<file path="config.mk">
export PLATFORM = sky130hd
export DESIGN_NAME = apb_master_ctrl
export DESIGN_NICKNAME = d
export VERILOG_FILES = /design/src/rtl/apb_master_ctrl.sv
export SDC_FILE = /design/constraint.sdc
export NUM_CORES = 1
export LEC_CHECK = 0
export CELL_PAD_IN_SITES_DETAIL_PLACEMENT = 1
export CELL_PAD_IN_SITES_GLOBAL_PLACEMENT = 1
export CORE_MARGIN = 10
export CORE_UTILIZATION = 27
export DETAILED_ROUTE_END_ITERATION = 10
export PLACE_DENSITY = 0.95
export SLEW_MARGIN = 20
export SYNTH_ARGS = -nofsm -noshare
export SYNTH_HDL_FRONTEND = slang
export SYNTH_SLANG_ARGS = --single-unit
</file>
<file path="constraint.sdc">
create_clock -name clk -period 5.5 [get_ports clk]
set_clock_uncertainty 0.1 [all_clocks]
set_input_delay 1.1 -clock clk [delete_from_list [all_inputs] [get_ports clk]]
set_output_delay 1.1 -clock clk [all_outputs]
set_load 0.01 [all_outputs]
</file>
<file path="src/rtl/apb_master_ctrl.sv">
// APB master sequencer: pops command entries from the write FIFO, runs one APB
// SETUP/ACCESS transfer per entry and pushes read results into the read FIFO.
module apb_master_ctrl #(
  parameter int ADDR_W  = 24,
  parameter int TIMEOUT = 16
) (
  input  logic              clk,
  input  logic              rst_n,
  input  logic [63:0]       control,
  input  logic              wfifo_empty,
  input  logic [63:0]       wfifo_rdata,
  output logic              wfifo_ren,
  input  logic              rfifo_full,
  output logic              rfifo_wen,
  output logic [63:0]       rfifo_wdata,
  output logic [3:0]        psel,
  output logic              penable,
  output logic              pwrite,
  output logic [ADDR_W-1:0] paddr,
  output logic [31:0]       pwdata,
  input  logic [31:0]       prdata,
  input  logic              pready,
  input  logic              pslverr,
  output logic [1:0]        apb_state,
  output logic [7:0]        err_cnt
);

  localparam int CNT_W = $clog2(TIMEOUT);
  localparam logic [CNT_W-1:0] LAST_CNT = CNT_W'(TIMEOUT - 1);

  typedef enum logic [1:0] {IDLE, SETUP, ACCESS, PUSH} state_e;

  state_e            state_q, state_d;
  logic              write_q;
  logic [ADDR_W-1:0] addr_q;
  logic [31:0]       wdata_q;
  logic [CNT_W-1:0]  waitCnt_q;
  logic [33:0]       result_q;
  logic [7:0]        errCnt_q;

  logic       pop;
  logic       timeoutHit;
  logic       done;
  logic       errEvent;
  logic [3:0] selDecode;
  logic       unusedBits;

  assign pop        = (state_q == IDLE) && control[0] && !wfifo_empty;
  assign timeoutHit = (state_q == ACCESS) && !pready && (waitCnt_q == LAST_CNT);
  assign done       = (state_q == ACCESS) && (pready || timeoutHit);
  assign errEvent   = done && (timeoutHit || (pready && pslverr));
  assign selDecode  = 4'b0001 << addr_q[ADDR_W-1 -: 2];
  assign unusedBits = ^{control[63:1], wfifo_rdata[62:32+ADDR_W]};

  always_ff @(posedge clk or negedge rst_n) begin
    if (!rst_n) state_q <= IDLE;
    else        state_q <= state_d;
  end

  always_comb begin
    state_d = state_q;
    case (state_q)
      IDLE:    if (pop) state_d = SETUP;
      SETUP:   state_d = ACCESS;
      ACCESS:  if (done) state_d = write_q ? IDLE : PUSH;
      PUSH:    if (!rfifo_full) state_d = IDLE;
      default: state_d = IDLE;
    endcase
  end

  always_comb begin
    wfifo_ren = 1'b0;
    rfifo_wen = 1'b0;
    psel      = 4'b0000;
    penable   = 1'b0;
    apb_state = write_q ? 2'd3 : 2'd2;
    case (state_q)
      IDLE: begin
        wfifo_ren = pop;
        apb_state = control[0] ? 2'd1 : 2'd0;
      end
      SETUP:  psel = selDecode;
      ACCESS: begin
        psel    = selDecode;
        penable = 1'b1;
      end
      PUSH:    rfifo_wen = !rfifo_full;
      default: ;
    endcase
  end

  // A timed-out transfer reports prdata = 0 and pslverr = 0 with the timeout flag set.
  always_ff @(posedge clk or negedge rst_n) begin
    if (!rst_n) begin
      write_q   <= 1'b0;
      addr_q    <= '0;
      wdata_q   <= '0;
      waitCnt_q <= '0;
      result_q  <= '0;
      errCnt_q  <= '0;
    end else begin
      if (pop) begin
        write_q <= wfifo_rdata[63];
        addr_q  <= wfifo_rdata[32 +: ADDR_W];
        wdata_q <= wfifo_rdata[31:0];
      end
      if (state_q == SETUP)       waitCnt_q <= '0;
      else if (state_q == ACCESS) waitCnt_q <= waitCnt_q + CNT_W'(1);
      if (done) result_q <= {timeoutHit, pready & pslverr, pready ? prdata : 32'h0};
      if (errEvent && (errCnt_q != 8'hFF)) errCnt_q <= errCnt_q + 8'd1;
    end
  end

  assign pwrite      = write_q;
  assign paddr       = addr_q;
  assign pwdata      = wdata_q;
  assign rfifo_wdata = {30'h0, result_q};
  assign err_cnt     = errCnt_q;

endmodule

</file>
Word level (Yosys, flattened, before mapping)
Cells that the tools add are included.
{"block": "totals", "register_bits": 105, "input_bits": 166, "output_inout_bits": 138}
{"block": "classes", "n_addsub": 2, "eq_ne": 8, "n_shift": 1, "mux": 15, "bitwise": 1, "n_reduce_logical": 17}
{"op": "2-to-1 mux 32 bit", "count": 1}
{"op": "2-to-1 mux 4 bit", "count": 3}
{"op": "2-to-1 mux 2 bit", "count": 5}
{"op": "adder 8 x 1 -> 8 bit (second input constant)", "count": 1}
{"op": "logical AND 1 bit", "count": 8}
{"op": "!= test 8 bit (second input constant)", "count": 1}
{"op": "one-hot mux 2 bit (4 select lines)", "count": 1}
{"op": "!= test 2 bit (second input constant)", "count": 3}
{"op": "2-to-1 mux 1 bit", "count": 5}
{"op": "adder 4 x 1 -> 4 bit (second input constant)", "count": 1}
{"op": "== test 2 bit (second input constant)", "count": 2}
{"op": "== test 4 bit (second input constant)", "count": 1}
{"op": "left shift 1 x 2 -> 4 bit (first input constant)", "count": 1}
{"op": "logical NOT 1 bit", "count": 3}
{"op": "AND reduction 3 bit", "count": 1}
{"op": "== test 2 x 1 -> 1 bit (second input constant)", "count": 1}
{"op": "logical NOT 2 bit", "count": 1}
{"op": "logical OR 1 bit", "count": 2}
{"op": "nonzero test 2 bit", "count": 1}
{"op": "OR reduction 2 bit", "count": 1}
{"op": "AND 1 bit", "count": 1}

Logic depth before layout (Yosys ltp)
{"block": "depth", "depth_word": 7, "ltp_mapped": 9}

Worst setup path after synthesis
OpenSTA, ideal clock, no wires.
{"block": "synth_timing", "path_kind": "input port to output port", "start": "in control[0]", "end": "out wfifo_ren", "t_arrival_ps": 1760, "t_required_ps": 4300, "slack_ps": 2540, "stages": 4, "n_path_buf": 1, "path_cell_list": "nand2_1 > or2_1 > inv_2 > clkbuf_1"}
{"block": "synth_between", "elab_chain_len": 3}
{"item": "from (decl)", "line_no": "9", "source": "input logic [63:0] control,"}
{"item": "logical AND 1 bit (2 in a row)", "line_no": "48", "source": "assign pop = (state_q == IDLE) && control[0] && !wfifo_empty;"}
{"item": "2-to-1 mux 1 bit", "line_no": "77", "source": "case (state_q)"}
{"item": "to (decl)", "line_no": "12", "source": "output logic wfifo_ren,"}
Every way passes these cells.

Worst setup path after layout
Same ends and word-level chain as after synthesis.

==> results.py <==
metrics = {
    "outcome": {
        "status": "finished clean",
    },
    "yosys": {
        "synthTopCellsByArea": "dfrtp_1, nand2_1, a22o_1",
        "yosysWarningCount": 0,
        "seq_area_frac_synth": 0.5976,
        "async_flop_share": 1.000,
        "syn_area_per_cell_sq_um": 10.08,
        "netlist.area_leader.share": 0.5976,
        "synth_top_area_cell": "dfrtp_1",
        "syn-cell-area_sq_um": 4397,
        "synth_cell_type_count": 42,
        "synth-main-ff-cell": "dfrtp_1",
        "synth-edff-count": 0,
        "synth_cells": 436,
        "ys_ff_latch": 105,
    },
    "critical_path": {
        "startpoint_type": "input port",
        "crit_slowest_cell": "clkdlybuf4s50_1",
        "cp.arrival_ns": 2.65,
        "slowest_delay_ns": 0.57,
        "cp_top_family": "buffers and inverters",
        "path_class": "input port to output port",
        "end_kind": "output port",
        "cp_max_fo": 2,
        "cpMostUsedCell": "clkdlybuf4s50_1",
        "crit_path_start": "control[0]",
        "critPathBufInv": 3,
        "reg2reg_from": "state_q[0]",
        "required_ns": 4.30,
        "crit_path_cell_trace": "clkdlybuf4s50_1, nand2_1, or2_2, inv_2, clkdlybuf4s50_1",
    },
    "global_route": {
        "grt_max_degree": 71,
        "first_global_vias": 4194,
        "grt-ovfl-total": 0,
        "grt.total_usage": 0.1408,
        "grt_pass1_wl_um": 24350,
        "antenna_found_initial": 0,
    },
    "clock_tree": {
        "cts-resized-gates": 0,
        "numCtsBuffers": 9,
        "cts_max_level": 3,
        "cts_tree": "done",
        "insertion_delay_ns": 0.34,
        "cts_buffer_depth": 2,
        "cts_setup_buffers": 0,
        "clkSlewWorstSetupHoldPaths_ns": 0.07,
        "cts_hold_buf": 0,
        "root_buffer": "clkbuf_16",
        "cts_num_sinks": 105,
    },
    "worst_hold_path": {
        "hold_path.startpoint": "paddr[19]",
        "hold_path_class": "flop to flop",
    },
    "die": {
        "die_area_sq_um": 21790,
        "ios": 304,
        "start_util": 0.2758,
        "die_h_um": 147.6,
        "core_area_sq_um": 15940,
        "die_width_um": 147.6,
        "num_rows": 46,
    },
    "layout": {
        "n_fill_cell": 1788,
        "design_area_sq_um": 6828,
        "n_antenna_cell": 0,
        "layout_commonest_cell": "clkdlybuf4s50_1",
        "fin_cells": 855,
        "drive_gt1_frac": 0.04695,
        "final_cell_mix": "clkdlybuf4s50_1, nand2_1, dfrtp_1",
        "syn_to_final_growth_pct": 55.29,
        "nets": 806,
    },
    "sta": {
        "hold_viol_final": 0,
        "rsz0062_at_grt": "false",
        "hold_ws_ns": 0.3732,
        "fin_crit_sh": 0.6993,
        "setup_tns_ns": 0,
        "fmax_mhz": 260.0,
        "max-slew-margin-rel": 0.4108,
        "layout_min_cycle_time_ns": 3.846,
        "setup_viol": 0,
        "maxSlewViolCount": 0,
        "tightest_slew_ns": 0.8838,
    },
    "place": {
        "place_congestion": 0.7665,
        "portBuffers": 203,
        "dp_hpwl_um": 11980,
        "placedCellCount": 839,
        "place_area_sq_um": 6528,
    },
    "flow_run": {
        "maxCapViolCount": 0,
    },
    "routing": {
        "first_iter_violations": 140,
        "vias": 3723,
        "drc": 0,
        "antenna_left": 0,
        "drt-wirelength-per-cell_um": 18.20,
        "via_per_inst": 4.354,
        "wl_um": 15560,
        "first_pass_iters": 4,
    },
    "power": {
        "cellLeakagePower_nw": 3.245,
        "ir_drop_uv": 181.7,
        "total_power_mw": 3.682,
        "power.density_nw_per_um2": 539.3,
    },
}
[report_power, final]
part / switching [mW] / internal, mW / total [mW]
clock: 0.297 / 0.349 / 0.646
sequential: 0.229 / 1.12 / 1.35
combinational: 0.766 / 0.920 / 1.69
total: 1.29 / 2.39 / 3.68
[stage by stage]
step	util	setup WS [ns]
floorplan	-	2.540
global placement	0.4094	1.658
detailed placement	0.4094	1.651
CTS	0.4283	1.637
global route	0.4283	1.585
finish	0.4283	1.654
[flip-flops by register name, summed over array words and instances (netlist names)]
register   cells
err_cnt        8
paddr         24
pwdata        32
pwrite         1
result_q      34
state_q        2
waitCnt_q      4
[final cells by class]
| type | instances | area (sq um) | share of cell area |
|---|---|---|---|
| clock buffers | 12 | 266.5 | 0.03903 |
| clock inverters | 4 | 33.78 | 0.004948 |
| inverters | 8 | 30.03 | 0.004398 |
| multi-input cells | 302 | 1533 | 0.2245 |
| flip-flops and latches | 105 | 2628 | 0.3848 |
| well taps | 216 | 270.3 | 0.03958 |
| repair buffers | 208 | 2067 | 0.3027 |
[path summary, 6_finish.rpt]
check | slack, ns | end | cells past startpoint
worst max-delay path | 1.65 | wfifo_ren | 5
worst max register to register | 3.24 | err_cnt[1] | 6
min in group asynchronous | 0.79 | result_q[13] | 1
worst min-delay path | 0.37 | paddr[19] | 2
worst min register to register | 0.37 | paddr[19] | 2
max in group asynchronous | 3.48 | state_q[0] | 2
[synthesized netlist by cell type (2+ instances only)]
| cell type | number |
|---|---|
| o22ai_1 | 2 |
| a21oi_1 | 7 |
| a22o_1 | 33 |
| and3_1 | 3 |
| inv_1 | 7 |
| nor2_1 | 6 |
| nand3_1 | 6 |
| buf_4 | 30 |
| buf_2 | 6 |
| buf_1 | 3 |
| o21ai_0 | 2 |
| dfrtp_1 | 105 |
| nand4_1 | 2 |
| xor2_1 | 2 |
| nor3_1 | 3 |
| nor3b_1 | 2 |
| ha_1 | 6 |
| a31oi_1 | 5 |
| clkbuf_1 | 10 |
| nand2_1 | 174 |
[cell families after synthesis]
family	count (synthesis)	synth area share
and+or+nand+nor	204	0.1881
buffers and inverters	58	0.07854
other	1	0.0008529
DFF	105	0.5976
AOI/OAI and AO/OA	57	0.1053
muxes	3	0.008536
xor gates and xnor gates	2	0.003985
adders and majority gates	6	0.01707
[per-layer routing]
layer | GRT usage | routed length [um]
met2 | 0.2331 | 7403
met1 | 0.1573 | 6298
met4 | 0.03568 | 138
met5 | 0 | 0
met3 | 0.07173 | 1720
[worst reg2reg max path: stages, from the launching register on]
cell	delay, ns
dfrtp_1	0.43
inv_1	0.10
ha_1	0.30
and2_1	0.52
a22oi_4	0.19
nor2_4	0.20
mux2_4	0.31
Power figures use the tool's default switching activity.
